==> config.mk <==
export PLATFORM = sky130hd
export DESIGN_NAME = smc_wr_strobe_gen_lite18_flat
export DESIGN_NICKNAME = d
export VERILOG_FILES = /design/src/rtl/smc_wr_strobe_gen_lite18_pkg.sv /design/src/rtl/smc_wr_strobe_gen_lite18_if.sv /design/src/rtl/smc_wr_strobe_gen_lite18_phase_cnt.sv /design/src/rtl/smc_wr_strobe_gen_lite18.sv /design/src/flat_wrapper.sv
export SDC_FILE = /design/constraint.sdc
export NUM_CORES = 1
export LEC_CHECK = 0
export CORE_ASPECT_RATIO = 1.75
export CORE_MARGIN = 3
export CORE_UTILIZATION = 38
export CTS_CLUSTER_DIAMETER = 60
export DETAILED_ROUTE_END_ITERATION = 16
export HOLD_SLACK_MARGIN = 0.08
export PLACE_DENSITY = 0.63
export SETUP_SLACK_MARGIN = 0.2
export SYNTH_ARGS = -nofsm -noshare
export SYNTH_HDL_FRONTEND = slang
export SYNTH_SLANG_ARGS = --single-unit
==> constraint.sdc <==
create_clock -name sys_clk18 -period 2.7 [get_ports sys_clk18]
set_input_delay 0.54 -clock sys_clk18 [delete_from_list [all_inputs] [get_ports sys_clk18]]
set_output_delay 0.54 -clock sys_clk18 [all_outputs]
set_load 0.005 [all_outputs]
==> src/rtl/smc_wr_strobe_gen_lite18_pkg.sv <==
// Shared definitions for the lite SMC write-strobe generator.
//   smc_state_e : write sequencer phases
//   LANES       : byte lanes on the lite SMC data bus
//   WE_IDLE     : all byte-lane enables inactive (active-low bus)
package smc_lite_pkg18;

    typedef enum logic [1:0] {
        IDLE   = 2'd0,
        SETUP  = 2'd1,
        STROBE = 2'd2,
        HOLD   = 2'd3
    } smc_state_e;

    localparam int LANES = 4;
    localparam logic [LANES-1:0] WE_IDLE = 4'hF;

endpackage

==> src/rtl/smc_wr_strobe_gen_lite18_if.sv <==
// Request/strobe bundle between the write path master and the strobe generator.
//   master : drives wr_req18/wr_be18/wr_setup18/wr_pulse18/wr_hold18/wr_abort18,
//            observes ack/done/busy and the raw strobes
//   slave  : the strobe generator side
interface smc_wr_strobe_gen_lite18_if
    import smc_lite_pkg18::*;
#(
    parameter int CNT_W = 4,
    parameter int LW    = LANES
);
    logic             wr_req18;
    logic [LW-1:0]    wr_be18;
    logic [CNT_W-1:0] wr_setup18;
    logic [CNT_W-1:0] wr_pulse18;
    logic [CNT_W-1:0] wr_hold18;
    logic             wr_abort18;
    logic             wr_ack18;
    logic             wr_done18;
    logic             busy18;
    logic [LW-1:0]    n_r_we18;
    logic             n_r_wr18;
    logic             r_full18;

    modport master (
        output wr_req18, wr_be18, wr_setup18, wr_pulse18, wr_hold18, wr_abort18,
        input  wr_ack18, wr_done18, busy18, n_r_we18, n_r_wr18, r_full18
    );

    modport slave (
        input  wr_req18, wr_be18, wr_setup18, wr_pulse18, wr_hold18, wr_abort18,
        output wr_ack18, wr_done18, busy18, n_r_we18, n_r_wr18, r_full18
    );

endinterface

==> src/rtl/smc_wr_strobe_gen_lite18_phase_cnt.sv <==
// Loadable down-counter timing one write phase.
//   clk/rst_n : clock, synchronous active-low reset
//   load      : load load_val (phase length - 1) on phase entry
//   dec       : count down one step; saturates at zero
//   zero      : counter is zero, i.e. the current cycle ends the phase
module smc_phase_cnt18 #(
    parameter int CNT_W = 4
) (
    input  logic             clk,
    input  logic             rst_n,
    input  logic             load,
    input  logic             dec,
    input  logic [CNT_W-1:0] load_val,
    output logic             zero
);

    logic [CNT_W-1:0] cnt;

    always_ff @(posedge clk) begin
        if (!rst_n)
            cnt <= '0;
        else if (load)
            cnt <= load_val;
        else if (dec && cnt != '0)
            cnt <= cnt - CNT_W'(1);
    end

    assign zero = (cnt == '0);

endmodule

==> src/rtl/smc_wr_strobe_gen_lite18.sv <==
// Write-strobe timing generator for the lite SMC write path.
// Sequences SETUP -> STROBE -> HOLD from cycle counts latched at accept and
// drives the raw byte-lane enables, write strobe and full-cycle qualifier.
//   sys_clk18     : system clock
//   n_sys_reset18 : synchronous active-low reset
//   bus (slave)   : request fields in; ack/done/busy pulses and raw strobes out
// All outputs are registered from the next-state decode, so they line up
// with the state they describe and nothing is combinational from inputs.
module smc_wr_strobe_gen_lite18
    import smc_lite_pkg18::*;
#(
    parameter int CNT_W = 4,
    parameter int LW    = LANES
) (
    input logic                        sys_clk18,
    input logic                        n_sys_reset18,
    smc_wr_strobe_gen_lite18_if.slave  bus
);

    localparam logic [1:0] S_IDLE   = IDLE;
    localparam logic [1:0] S_SETUP  = SETUP;
    localparam logic [1:0] S_STROBE = STROBE;
    localparam logic [1:0] S_HOLD   = HOLD;

    logic [1:0]       state_q, state_d;
    logic [LW-1:0]    be_q, be_d;
    logic [CNT_W-1:0] pulse_q, hold_q;
    logic             accept;
    logic             cnt_load, cnt_dec, cnt_zero;
    logic [CNT_W-1:0] cnt_val;

    // Strobe length is max(pulse,1); counter holds length-1.
    function automatic logic [CNT_W-1:0] strobe_load(input logic [CNT_W-1:0] p);
        return (p == '0) ? '0 : p - CNT_W'(1);
    endfunction

    smc_phase_cnt18 #(.CNT_W(CNT_W)) u_cnt (
        .clk      (sys_clk18),
        .rst_n    (n_sys_reset18),
        .load     (cnt_load),
        .dec      (cnt_dec),
        .load_val (cnt_val),
        .zero     (cnt_zero)
    );

    // Setup length is consumed straight from the request at accept (it goes
    // into the counter), so only be/pulse/hold need holding registers.
    always_comb begin
        state_d  = state_q;
        accept   = 1'b0;
        cnt_load = 1'b0;
        cnt_dec  = 1'b0;
        cnt_val  = '0;
        case (state_q)
            S_IDLE: begin
                if (bus.wr_req18) begin
                    accept   = 1'b1;
                    cnt_load = 1'b1;
                    if (bus.wr_setup18 != '0) begin
                        state_d = S_SETUP;
                        cnt_val = bus.wr_setup18 - CNT_W'(1);
                    end else begin
                        state_d = S_STROBE;
                        cnt_val = strobe_load(bus.wr_pulse18);
                    end
                end
            end
            S_SETUP: begin
                if (bus.wr_abort18) begin
                    state_d = S_IDLE;
                end else if (cnt_zero) begin
                    state_d  = S_STROBE;
                    cnt_load = 1'b1;
                    cnt_val  = strobe_load(pulse_q);
                end else begin
                    cnt_dec = 1'b1;
                end
            end
            S_STROBE: begin
                // Abort only shortens the strobe; hold is still honoured.
                if (bus.wr_abort18 || cnt_zero) begin
                    if (hold_q != '0) begin
                        state_d  = S_HOLD;
                        cnt_load = 1'b1;
                        cnt_val  = hold_q - CNT_W'(1);
                    end else begin
                        state_d = S_IDLE;
                    end
                end else begin
                    cnt_dec = 1'b1;
                end
            end
            S_HOLD: begin
                if (cnt_zero)
                    state_d = S_IDLE;
                else
                    cnt_dec = 1'b1;
            end
            default: state_d = S_IDLE;
        endcase
    end

    assign be_d = accept ? bus.wr_be18 : be_q;

    always_ff @(posedge sys_clk18) begin
        if (!n_sys_reset18) begin
            state_q       <= S_IDLE;
            be_q          <= '0;
            pulse_q       <= '0;
            hold_q        <= '0;
            bus.wr_ack18  <= 1'b0;
            bus.wr_done18 <= 1'b0;
            bus.busy18    <= 1'b0;
            bus.n_r_we18  <= WE_IDLE;
            bus.n_r_wr18  <= 1'b1;
            bus.r_full18  <= 1'b0;
        end else begin
            state_q <= state_d;
            if (accept) begin
                be_q    <= bus.wr_be18;
                pulse_q <= bus.wr_pulse18;
                hold_q  <= bus.wr_hold18;
            end
            bus.wr_ack18  <= accept;
            // Done only for accesses that reached the strobe.
            bus.wr_done18 <= (state_q == S_STROBE || state_q == S_HOLD) &&
                             (state_d == S_IDLE);
            bus.busy18    <= (state_d != S_IDLE);
            bus.n_r_we18  <= (state_d == S_IDLE) ? WE_IDLE : ~be_d;
            bus.n_r_wr18  <= (state_d != S_STROBE);
            bus.r_full18  <= (state_d == S_STROBE);
        end
    end

endmodule

==> src/flat_wrapper.sv <==
// flat-port wrapper written by rule: the top's interface ports become plain ports
module smc_wr_strobe_gen_lite18_flat import smc_lite_pkg18::*;
#(
    parameter int CNT_W = 4,
    parameter int LW    = LANES
)
  (sys_clk18, n_sys_reset18, bus_wr_req18, bus_wr_be18, bus_wr_setup18, bus_wr_pulse18, bus_wr_hold18, bus_wr_abort18, bus_wr_ack18, bus_wr_done18, bus_busy18, bus_n_r_we18, bus_n_r_wr18, bus_r_full18);
  smc_wr_strobe_gen_lite18_if #(.CNT_W(CNT_W), .LW(LW)) bus_i ();
  input logic sys_clk18;
  input logic n_sys_reset18;
  input wire logic [$bits(bus_i.wr_req18)-1:0] bus_wr_req18;
  input wire logic [$bits(bus_i.wr_be18)-1:0] bus_wr_be18;
  input wire logic [$bits(bus_i.wr_setup18)-1:0] bus_wr_setup18;
  input wire logic [$bits(bus_i.wr_pulse18)-1:0] bus_wr_pulse18;
  input wire logic [$bits(bus_i.wr_hold18)-1:0] bus_wr_hold18;
  input wire logic [$bits(bus_i.wr_abort18)-1:0] bus_wr_abort18;
  output wire logic [$bits(bus_i.wr_ack18)-1:0] bus_wr_ack18;
  output wire logic [$bits(bus_i.wr_done18)-1:0] bus_wr_done18;
  output wire logic [$bits(bus_i.busy18)-1:0] bus_busy18;
  output wire logic [$bits(bus_i.n_r_we18)-1:0] bus_n_r_we18;
  output wire logic [$bits(bus_i.n_r_wr18)-1:0] bus_n_r_wr18;
  output wire logic [$bits(bus_i.r_full18)-1:0] bus_r_full18;
  assign bus_i.wr_req18 = bus_wr_req18;
  assign bus_i.wr_be18 = bus_wr_be18;
  assign bus_i.wr_setup18 = bus_wr_setup18;
  assign bus_i.wr_pulse18 = bus_wr_pulse18;
  assign bus_i.wr_hold18 = bus_wr_hold18;
  assign bus_i.wr_abort18 = bus_wr_abort18;
  assign bus_wr_ack18 = bus_i.wr_ack18;
  assign bus_wr_done18 = bus_i.wr_done18;
  assign bus_busy18 = bus_i.busy18;
  assign bus_n_r_we18 = bus_i.n_r_we18;
  assign bus_n_r_wr18 = bus_i.n_r_wr18;
  assign bus_r_full18 = bus_i.r_full18;
  smc_wr_strobe_gen_lite18 #(.CNT_W(CNT_W), .LW(LW)) u_core (.sys_clk18(sys_clk18), .n_sys_reset18(n_sys_reset18), .bus(bus_i));
endmodule
Yosys cells after proc, flatten, opt, wreduce, memory -nomap -nowiden
Index checks and enable logic that the tools add are counted.
- output and inout port bits: 9
- flip-flop bits (word level): 27
- input port bits: 20
- bitwise operators: 2
- eq/ne operators: 5
- reduce and logical (&&, ||, !) cells: 15
- muxes and demuxes: 31
- add/subtract/negate cells: 5
- operators by type and width (kind ; count):
    $mux 4 ; 11
    $sub 4x1->4 const B ; 5
    $mux 2 ; 7
    $logic_not 4->1 ; 3
    $pmux 4 s3 ; 1
    $reduce_bool 4->1 ; 3
    $mux 1 ; 9
    $pmux 2 s4 ; 1
    $eq 2x2->1 const B ; 3
    $pmux 1 s3 ; 2
    $logic_not 2->1 ; 2
    $not 4->4 ; 1
    $reduce_bool 2->1 ; 2
    $eq 2x1->1 const B ; 1
    $logic_and 1x1->1 ; 2
    $logic_or 1x1->1 ; 2
    $ne 2x2->1 const B ; 1
    $reduce_or 2->1 ; 1
    $not 1->1 ; 1

Logic depth before layout (Yosys ltp)
Gate-level depths: netlist of the first run.
- depth in word-level cells: 7
- depth in mapped cells: 8
- gate-level depth less buffers: 7

Cells and area by module
A second synthesis of the first run with hierarchy kept.
- cell total of the unflattened synthesis: 189
- area, all modules: 1547.7 um2
- by module, submodules not included (module ; instances ; area an instance (um2) ; cells each ; sequential area each (um2)):
    smc_wr_strobe_gen_lite18 ; 1 ; 1291.2 ; 158 ; 460.4
    smc_phase_cnt18 ; 1 ; 256.5 ; 31 ; 80.1

Worst setup path after synthesis of the first run
OpenSTA, ideal clock, no wires.
- path kind: input port to flip-flop
- start point: input port bus_wr_setup18[0]
- end point: register u_core.u_cnt.cnt[2]
- required time: 2583 ps
- buffers on the path: 1
- stages: 8
- setup slack: 550 ps
- arrival: 2033 ps
- path through: inv_1 ha_1 or3b_4 a21oi_1 a22oi_2 or2_1 buf_6 a32o_1
- longest elaborated chain between the ends: 5
- elaborated cells on any way between the ends: 6
- those cells by class: 1 x add/sub; 4 x mux; 1 x reduce/logical
- ends and longest elaborated chain (element ; RTL line ; source):
    from (decl) ; flat_wrapper.sv:13 ; input wire logic [$bits(bus_i.wr_setup18)-1:0] bus_wr_setup18;
    $sub 4x1->4 / $reduce_bool 4->1 (equally long branches) ; smc_wr_strobe_gen_lite18.sv:61, smc_wr_strobe_gen_lite18.sv:59 ;
    $mux 4 * ; smc_wr_strobe_gen_lite18.sv:59 ; if (bus.wr_setup18 != '0) begin
    $mux 4 * ; smc_wr_strobe_gen_lite18.sv:56 ; if (bus.wr_req18) begin
    $pmux 4 s3 * ; smc_wr_strobe_gen_lite18.sv:54 ; case (state_q)
    $mux 4 * ; smc_wr_strobe_gen_lite18_phase_cnt.sv:22 ; else if (load)
    to (signal assigned) ; smc_wr_strobe_gen_lite18_phase_cnt.sv:23 ; cnt <= load_val;
    to (signal assigned) ; smc_wr_strobe_gen_lite18_phase_cnt.sv:25 ; cnt <= cnt - CNT_W'(1);
    to (decl) ; smc_wr_strobe_gen_lite18_phase_cnt.sv:17 ; logic [CNT_W-1:0] cnt;
Every way passes the cells marked *; elsewhere a longest branch is shown, timed or not.
A chain may end at the register's enable or synchronous reset.

Worst setup path in the final report of the first run
- start point: input port bus_wr_setup18[1]
- end point: register u_core.u_cnt.cnt[2]
The elaborated chain is that of the path after synthesis.

==> results.md, run 1 <==
* Share of layout cells above drive strength 1 at approximately an eighth
* Worst hold path class: reg -> reg
* Skew final at 0.00114 ns
* Later-pin clock latency in the skew report at between 0.2 and 0.3 ns
* Final net count at 232
* DRT iter0 DRCs at 19
* Routability Congestion at between 0.8 and 0.9
* Clk root buf: clkbuf_8
* Setup TNS at 0 ns
* Net switching power at ~0.47 mW
* Ys async rst share at 0%
* Cell-internal power at 0.878 mW
* Hold Fails Final Rpt at 0
* Top cells by area, synth: dfxtp_1, nand2_1, ha_1
* WL final at between 3000 and 4000 microns
* Top-area cell type share of the netlist area at 35.3%
* Power density over the cells at a little over 700 nW/um^2
* Critical Path Start: bus_wr_setup18[1]
* Net Sw Frac at 34.9%
* Number of global-route vias before repair at ~1300
* # resized after CTS at 0
* Total chip power at around 1.3 mW
* Yosys cell types at 47
* Drt drc at 0
* Period utilization at between 80 and 90%
* Largest net degree at the start of global routing at 23
* Final max-slew violation count at 0
* Post-synth EDFFs at 0
* Overall Global Routing Usage at between 10% and 20%
* Top-count cell post-synth: nand2_1
* Comb power frac at about 44%
* Synth Flop Type: dfxtp_1
* Cts hold-fix bufs at 0
* Avg Cell Area, Syn at 8.96 sq um
* Post-DR wirelength/cell at about 14 microns
* Critical path startpoint category: input port
* Routed Antenna Nets at 0
* Drt pass-1 iters at 4
* Syn Nets at 200
* Reg clk slew, reported paths at roughly 0.090 ns
* Die X at 54.0 microns
* GRT overflow at 0
* Setup bufs post-CTS at 0
* Fillers at between 300 and 400
* Final WS setup at roughly 0.32 ns
* IO Pins at 29
* Mapped Area at around 1500 sq um
* CTS max path bufs at 2
* P_leak at roughly 0.74 nW
* Cells after synthesis at 171
* TritonCTS clock tree: done
* Rel. slew slack at between 50% and 60%
* Worst slack, placed at ~0.055 ns
* Max Cap Violations at 0
* Post-layout util at about half
* Clock power share at 16.7%
* RSZ-0062 raised after global routing: no
* Clk sink count at 27
* # port buffers at 28
* Crit. End Element: flip-flop
* RR Endpoint: u_core.u_cnt.cnt[2]
* Row count at 29
* Htree depth at 1
* R2r worst-path depth at 7
* Worst Tran Pin Value at 0.675 ns
* VDD IR max at 0.000438 V
* Tmin final at 2.38 ns
* Ys Warns at 0
* Outcome: complete, no violations
* Vias at between 1000 and 1500
* Data arrival, critical path at 2.55 ns
* CP Max Fanout at 6
* Count of state elements after synthesis at 27
* HPWL after DPL at 2750 microns
* WP data required at approximately 2.9 ns
* Placed cell area at 1870 sq um
* CTS Buf Count at 3
* Post-synth top area cell: dfxtp_1
* Core area at 3740 sq um
* Die area at 4860 sq um
* Flop2flop setup slack at 0.50 ns
* Final setup fails at 0
* FF-to-FF Start: u_core.u_cnt.cnt[0]
* Final non-filler cell area at approximately 1900 sq um
* Area growth from synthesis to layout at 25.0%
* Crit path capture: u_core.u_cnt.cnt[2]
* Sequential fraction of the synthesis area at a little over a third
* Register share of total power at between 30 and 40%
* Initial antenna violation count at 0
* Global-route wire length before repair at a little under 6000 microns
* WS Path Type: in -> reg
* Via/cell ratio at 5.26
* ANT cells at 0
* Starting Density at between 40% and 50%
* Fmax at 0.420 GHz
* Commonest cells post-synth: nand2_1, dfxtp_1, inv_1
* Die Y at 90.0 microns
[registers in the layout (all words and copies together) (netlist names)]
register	count
u_core.be_q	4
u_core.bus.n_r_wr18	1
u_core.u_cnt.cnt	4
u_core.bus.wr_ack18	1
u_core.pulse_q	4
u_core.bus.r_full18	1
u_core.hold_q	4
u_core.bus.busy18	1
u_core.bus.wr_done18	1
u_core.bus.n_r_we18	4
u_core.state_q	2
[critical path, stage by stage]
cell and delay [ns]:
clkdlybuf4s50_1 0.45, inv_1 0.09, ha_1 0.18, or3b_4 0.42
a21oi_1 0.19, a22oi_2 0.08, or2_1 0.32, a32o_1 0.27
[routing by layer]
| metal | global-route usage [%] | vias up | part of all wire, % |
|---|---|---|---|
| li1 | - | 662 | - |
| met1 | 18.1 | 620 | 40 |
| met2 | 28.0 | 18 | 56 |
| met3 | 2.48 | 4 | 3.1 |
| met4 | 4.78 | 0 | 1.0 |
| met5 | 0 | - | 0 |
[kinds of logic after synthesis]
kind of cell,synth area share [%]
muxes,0.654
DFF,35.3
xor gates and xnor gates,3.43
adders and majority gates,7.35
buffers and inverters,6.70
and+or+nand+nor,24.1
AOI/OAI and AO/OA,22.5
[layout make-up]
class / count / area, sq um / area share (%)
multi-input combinational: 123 / 888 / 46.4
sequential: 27 / 541 / 28.2
timing repair buffer: 35 / 333 / 17.4
tap: 46 / 57.6 / 3.01
inverter: 13 / 48.8 / 2.55
clock buffer: 3 / 41.3 / 2.16
clock inverter: 1 / 5.00 / 0.261
[power groups by stage]
stage	Combinational, mW	Sequential [mW]	Clock [mW]
floorplan	0.435	0.518	0
global placement	0.590	0.536	0
detailed placement	0.592	0.539	0
CTS	0.594	0.530	0.234
global route	0.656	0.539	0.249
finish	0.594	0.529	0.225
[per-stage QoR]
step	cells	hold WS, ns
final	248	0.490
after global routing	248	0.538
after CTS	248	0.498
after detailed placement	244	0.483
after global placement	244	0.466
after floorplan	171	0.454
[placed cells by master, fill, tap and decap left out, drive strengths merged, types with 2 or more instances in the layout]
master	n
a21boi	12
a21oi	2
a22oi	2
and2	6
and2b	2
buf	7
clkbuf	3
clkdlybuf4s50	28
dfxtp	27
ha	9
inv	13
nand2	32
nand2b	2
nor2	4
nor3	4
nor3b	2
o2111a	2
o211ai	2
o22ai	7
o31ai	2
or3	2
or3b	5
xnor2	6
[worst min-delay path by stage]
stage	depth (start not counted)	endpoint	start	slack, ns
6_report	2	u_core.be_q[1]	u_core.be_q[1]	0.49
3_3_place_gp	2	u_core.be_q[3]	u_core.be_q[3]	0.47
2_1_floorplan	2	u_core.be_q[0]	u_core.be_q[0]	0.45
3_5_place_dp	2	u_core.be_q[0]	u_core.be_q[0]	0.48
5_1_grt	2	u_core.hold_q[1]	u_core.hold_q[1]	0.54
4_1_cts	2	u_core.be_q[0]	u_core.be_q[0]	0.50
Note: power is estimated with default switching activity, not from simulation.
==> run 2: changes to the inputs <==
--- a/config.mk
+++ b/config.mk
@@ -10,6 +10,7 @@
 export CORE_UTILIZATION = 38
 export CTS_CLUSTER_DIAMETER = 60
 export DETAILED_ROUTE_END_ITERATION = 16
+export GPL_TIMING_DRIVEN = 0
 export HOLD_SLACK_MARGIN = 0.08
 export PLACE_DENSITY = 0.63
 export SETUP_SLACK_MARGIN = 0.2
==> run 2 against run 1 <==
Cell count grew 0.81%. Design area grew 1.0%. Die area is the same. Clock skew grew 0.0064 ns. Combinational power grew 4.4%. Non-clock buffer count grew 2. Worst hold slack lost 0.0041 ns. Via count grew 2.1%. Routed wire length grew 3.7%. Critical path type unchanged. Critical endpoint is now u_core.u_cnt.cnt[3].
==> results.md, run 2 (synthesis gave the netlist of run 1 again) <==
* Outcome: complete, no violations
* Initial antenna violation count at 0
* Drt pass-1 iters at 4
* Final non-filler cell area at 1930 sq um
* Via/cell ratio at between 5 and 6
* Clk root buf: clkbuf_8
* Final max-slew violation count at 0
* Die area at between 4000 and 5000 sq um
* Hold Slack at roughly 0.49 ns
* Die Y at around 90 microns
* Fillers at around 360
* Core area at around 3700 sq um
* Data arrival, critical path at ~2.5 ns
* Placed cell area at around 1900 sq um
* GRT overflow at 0
* Number of global-route vias before repair at ~1300
* FF-to-FF Start: u_core.u_cnt.cnt[0]
* Tmin final at approximately 2.3 ns
* TritonCTS clock tree: done
* # port buffers at 28
* Share of layout cells above drive strength 1 at around 12%
* RR Endpoint: u_core.u_cnt.cnt[2]
* Die X at approximately 54 microns
* R2r worst-path depth at 8
* WS Path Type: in -> reg
* Max Cap Violations at 0
* Crit. End Element: flip-flop
* WL final at roughly 3600 microns
* Global-route wire length before repair at 5890 microns
* Final setup fails at 0
* Worst slack, placed at -0.0988 ns
* Period utilization at roughly 86%
* Routability Congestion at 0.901
* Overall Global Routing Usage at about 16%
* DRT iter0 DRCs at 13
* Slowest cell delay on critical path at around 0.55 ns
* Critical path cell sequence: clkdlybuf4s50_1 -> inv_1 -> ha_1 -> or4_1 -> o2111ai_1 -> a32oi_1 -> o221ai_1 -> o2111a_1
* Largest net degree at the start of global routing at 17
* Rel. slew slack at roughly 69%
* Slowest cell on crit path: clkdlybuf4s50_1
* VDD IR max at 0.000481 V
* Post-DR wirelength/cell at 14.2 microns
* Hold Crit Depth at 2
* Final WS setup at between 0.3 and 0.4 ns
* Drt drc at 0
* Row count at 29
* WP data required at 2.91 ns
* Power density over the cells at approximately 710 nW/um^2
* Most frequent cells in the layout: nand2_1, dfxtp_1, clkdlybuf4s50_1
* Clk sink count at 27
* Hold Fails Final Rpt at 0
* Area growth from synthesis to layout at 26.3%
* CTS max path bufs at 2
* Worst Tran Pin Value at 0.465 ns
* IO Pins at 29
* Later-pin clock latency in the skew report at around 0.27 ns
* Final net count at roughly 230
* P_leak at ~0.76 nW
* ANT cells at 0
* Worst hold endpoint: u_core.be_q[0]
* Vias at around 1300
* Starting Density at 41.0%
* Critical path startpoint category: input port
* Routed Antenna Nets at 0
* Flop2flop setup slack at between 0.5 and 0.6 ns
* Reg clk slew, reported paths at 0.10 ns
* Htree depth at 1
* CTS Buf Count at 3
* RSZ-0062 raised after global routing: no
* Skew final at ~0.0075 ns
* HPWL after DPL at between 2000 and 3000 microns
* Worst Hold Launch: u_core.be_q[0]
* Fmax at about 0.43 GHz
* Commonest non-fill, non-tap cell in the layout: nand2_1
* Worst hold path class: reg -> reg
* Total chip power at 1.37 mW
* CP Max Fanout at 5
## run 2: changes by cell type in the layout (fill, tap and decap cells not counted), sizes merged
| cell | delta |
|---|---|
| clkinvlp | +1 |
| dlymetal6s2s | +2 |
| clkbuf | +4 |
| clkdlybuf4s50 | -2 |
| clkinv | -1 |
| buf | -2 |
## run 2: worst max path at each step
stage                      start                  end  cells after the start
2_1_floorplan  bus_wr_setup18[0]  u_core.u_cnt.cnt[2]                      8
3_3_place_gp   bus_wr_setup18[0]  u_core.u_cnt.cnt[2]                      9
3_5_place_dp   bus_wr_setup18[0]  u_core.u_cnt.cnt[2]                      9
4_1_cts        bus_wr_setup18[0]  u_core.u_cnt.cnt[2]                      9
5_1_grt        bus_wr_pulse18[0]  u_core.u_cnt.cnt[3]                      8
6_report       bus_wr_pulse18[0]  u_core.u_cnt.cnt[3]                      8
## run 2: area by class of cell
type,instances,area [sq um],area share (%)
inverter,13,48.8,2.52
clock buffer,3,41.3,2.13
tap,46,57.6,2.98
timing repair buffer,29,293,15.1
sequential,27,541,27.9
buffer,8,53.8,2.78
multi-input combinational,123,892,46.1
clock inverter,1,7.51,0.388
## run 2: timing repair
action                                  4_1_cts  5_1_grt
pin swaps                                     0        2
gates resized for setup                       1        2
setup buffers                                 0        1
endpoints found under the setup margin        1        3
cloned                                        0        0
hold buffers                                  0        0
## run 2: through the flow
step,util (%),cells,setup TNS (ns)
floorplan,-,171,0
global placement,50.0,245,-0.215
detailed placement,50.0,245,-0.293
CTS,51.4,249,0
global route,51.8,250,0
finish,51.8,250,0
## run 2: metal layers
layer | part of all wire, % | GRT usage (%) | vias up
li1 | - | - | 666
met1 | 37 | 16.8 | 627
met2 | 57 | 28.8 | 32
met3 | 3.9 | 1.66 | 6
met4 | 2.3 | 5.61 | 0
met5 | 0 | 0 | -
## run 2: power breakdown
| part | total (mW) | internal, mW | leakage (nW) | switching, mW |
|---|---|---|---|---|
| clock network | 0.231 | 0.105 | 0.0217 | 0.127 |
| logic | 0.620 | 0.312 | 0.514 | 0.308 |
| registers | 0.518 | 0.467 | 0.221 | 0.0511 |
## run 2: critical path: cells and delay by family
kind | cells | cell delay [ns]
AO/OA/AOI/OAI | 4 | 0.75
buffers and inverters | 2 | 0.64
AND/OR/NAND/NOR | 1 | 0.39
adder cells (fa/ha/maj) | 1 | 0.21
==> RTL edit: new RTL, config.mk and constraints of run 2 <==
Reset style: asynchronous (`n_sys_reset18` and `rst_n`), changed in 2 clocked blocks. Comments in the files are not updated.
--- a/src/rtl/smc_wr_strobe_gen_lite18_phase_cnt.sv
+++ b/src/rtl/smc_wr_strobe_gen_lite18_phase_cnt.sv
@@ -17,5 +17,5 @@
     logic [CNT_W-1:0] cnt;
 
-    always_ff @(posedge clk) begin
+    always_ff @(posedge clk or negedge rst_n) begin
         if (!rst_n)
             cnt <= '0;
--- a/src/rtl/smc_wr_strobe_gen_lite18.sv
+++ b/src/rtl/smc_wr_strobe_gen_lite18.sv
@@ -103,5 +103,5 @@
     assign be_d = accept ? bus.wr_be18 : be_q;
 
-    always_ff @(posedge sys_clk18) begin
+    always_ff @(posedge sys_clk18 or negedge n_sys_reset18) begin
         if (!n_sys_reset18) begin
             state_q       <= S_IDLE;
Function: differs if n_sys_reset18 is asserted again (counterexample within 4 cycles, from zero or initial values and one cycle with n_sys_reset18 low); with n_sys_reset18 held inactive, the same outputs for 10 cycles.
==> RTL edit against run 2 <==
- power is 35% higher
- critical path type unchanged
- first-iteration DRC count is 31% higher
- worst setup slack better by 93 ps
- largest power group unchanged
- area after synthesis is 1.3% lower
- clock power is 2% lower
- highest routed layer unchanged
- sequential cell count stayed put
- routed wire length is 1.7% lower
- cell area is 1.8% lower
==> RTL edit: results <==
# TYPE chip_impl_metric gauge
chip_impl_metric{name="synth_seq_area_share",unit="%"} 45.12
chip_impl_metric{name="clkSlewWorstSetupHoldPaths",unit="ps"} 80
chip_impl_metric{name="drt_wl_total",unit="mm"} 3.494
chip_impl_metric{name="max_clock_skew",unit="ps"} 10.73
chip_impl_info{name="result_of_the_run",value="complete, no violations"} 1
chip_impl_metric{name="grt_pass1_wl",unit="mm"} 5.823
chip_impl_metric{name="net_count_of_the_mapped_netlist",unit=""} 192
chip_impl_metric{name="post_route_cells_drive_above_1_share",unit="%"} 7.179
chip_impl_info{name="worstHoldStart",value="u_core.be_q[0]$_DFF_PN0_"} 1
chip_impl_metric{name="postSynth.asyncResetShare",unit="%"} 100.0
chip_impl_metric{name="vias_in_the_first_global_route",unit=""} 1331
chip_impl_metric{name="initial_detailed_routing_violation_count",unit=""} 17
chip_impl_info{name="synth.top_cells.by_count",value="nand2_1 (36), dfrtp_1 (22), inv_1 (15)"} 1
chip_impl_metric{name="critical_path_peak_fanout",unit=""} 6
chip_impl_metric{name="vdd.ir_drop.worst",unit="mV"} 0.6469
chip_impl_metric{name="slew_headroom",unit="%"} 19.03
chip_impl_metric{name="route.detailed.vias_per_inst",unit=""} 5.332
chip_impl_metric{name="critical_path_arrival",unit="ps"} 2410
chip_impl_info{name="hold_end",value="u_core.be_q[0]$_DFF_PN0_"} 1
chip_impl_metric{name="fin_nets",unit=""} 225
chip_impl_metric{name="synth.lib_cells_used.distinct",unit=""} 37
chip_impl_metric{name="globalplace.congestion",unit=""} 0.8581
chip_impl_metric{name="r2r_slack",unit="ps"} 620
chip_impl_metric{name="leakage",unit="uW"} 0.0008273
chip_impl_metric{name="hold_slack",unit="ps"} 477.9
chip_impl_info{name="dominantRegCellSynth",value="dfrtp_1"} 1
chip_impl_info{name="synth_top_cells_by_area",value="dfrtp_1 (36%), nand2_1 (8.9%), dfstp_2 (8.7%)"} 1
chip_impl_metric{name="groute.usage.overall",unit="%"} 16.39
chip_impl_metric{name="dpl_worst_slack",unit="ps"} -91.50
chip_impl_metric{name="timing.final.max_slew_violations",unit=""} 0
chip_impl_info{name="worst_r2r_startpoint",value="u_core.u_cnt.cnt[0]$_DFFE_PN0P_"} 1
chip_impl_metric{name="netSwitchingPower",unit="uW"} 691.8
chip_impl_metric{name="post-dp-hpwl",unit="mm"} 2.789
chip_impl_info{name="cp-startpoint",value="bus_wr_setup18[0]"} 1
[RTL edit: cell types whose count changed in the layout (fill, tap and decap cells not counted), sizes merged, moves of 4 or more]
cell,before,now
o21ai,1,6
nand2b,2,6
or3b,5,1
a21boi,12,0
dfxtp,27,0
dfrtp,0,22
a21oi,2,7
nand2,32,36
and2,6,1
dfstp,0,5
[RTL edit: final cells by class]
class	instances	area, sq um
plain buffers	4	22.52
repair buffers	28	280.3
multi-input cells	117	755.7
fillers	343	1838
flip-flops and latches	27	681.9
clock buffers	4	45.04
inverters	15	56.30
well taps	46	57.56
[RTL edit: worst max-delay path by stage]
stage,endpoint,slack (ps),cells after the start
3_5_place_dp,u_core.u_cnt.cnt[1]$_DFFE_PN0P_,-90,8
4_1_cts,u_core.hold_q[1]$_DFFE_PN0P_,480,7
3_3_place_gp,u_core.u_cnt.cnt[1]$_DFFE_PN0P_,40,8
6_report,u_core.u_cnt.cnt[1]$_DFFE_PN0P_,480,8
2_1_floorplan,u_core.u_cnt.cnt[2]$_DFFE_PN0P_,790,8
5_1_grt,u_core.u_cnt.cnt[1]$_DFFE_PN0P_,340,8
[RTL edit: critical path, cell delays in order]
cell	delay (ps)
clkdlybuf4s50_1	470
inv_1	110
ha_1	210
nor3b_2	420
o21ai_0	200
o22ai_1	220
a211oi_1	110
a21oi_1	150
[RTL edit: stage by stage]
stage | area (sq um) | std cells
final | 1899 | 241
after CTS | 1899 | 241
after global routing | 1899 | 241
after global placement | 1849 | 237
after detailed placement | 1849 | 237
after floorplan | 1511 | 163
[RTL edit: kinds of logic after synthesis]
| logic type | share of synthesized area (%) |
|---|---|
| xor gates and xnor gates | 2.897 |
| AOI/OAI and AO/OA | 14.90 |
| DFF | 45.12 |
| muxes | 2.732 |
| and+or+nand+nor | 21.69 |
| buffers and inverters | 5.215 |
| adders and majority gates | 7.450 |
[RTL edit: per-layer routing]
| metal | up-vias | GRT usage (%) | wire, um |
|---|---|---|---|
| met5 | - | 0 | 0 |
| met4 | 0 | 5.581 | 51 |
| met3 | 4 | 3.506 | 128 |
| met2 | 27 | 31.79 | 1992 |
| met1 | 629 | 16.16 | 1322 |
| li1 | 625 | - | - |
[RTL edit: power by group through the flow]
stage                     Combinational [uW]  Sequential, uW  Clock [uW]
after floorplan                          616             718           0
after global placement                   875             733           0
after detailed placement                 899             742           0
after CTS                                910             734         234
after global routing                    1010             756         249
final                                    893             734         227
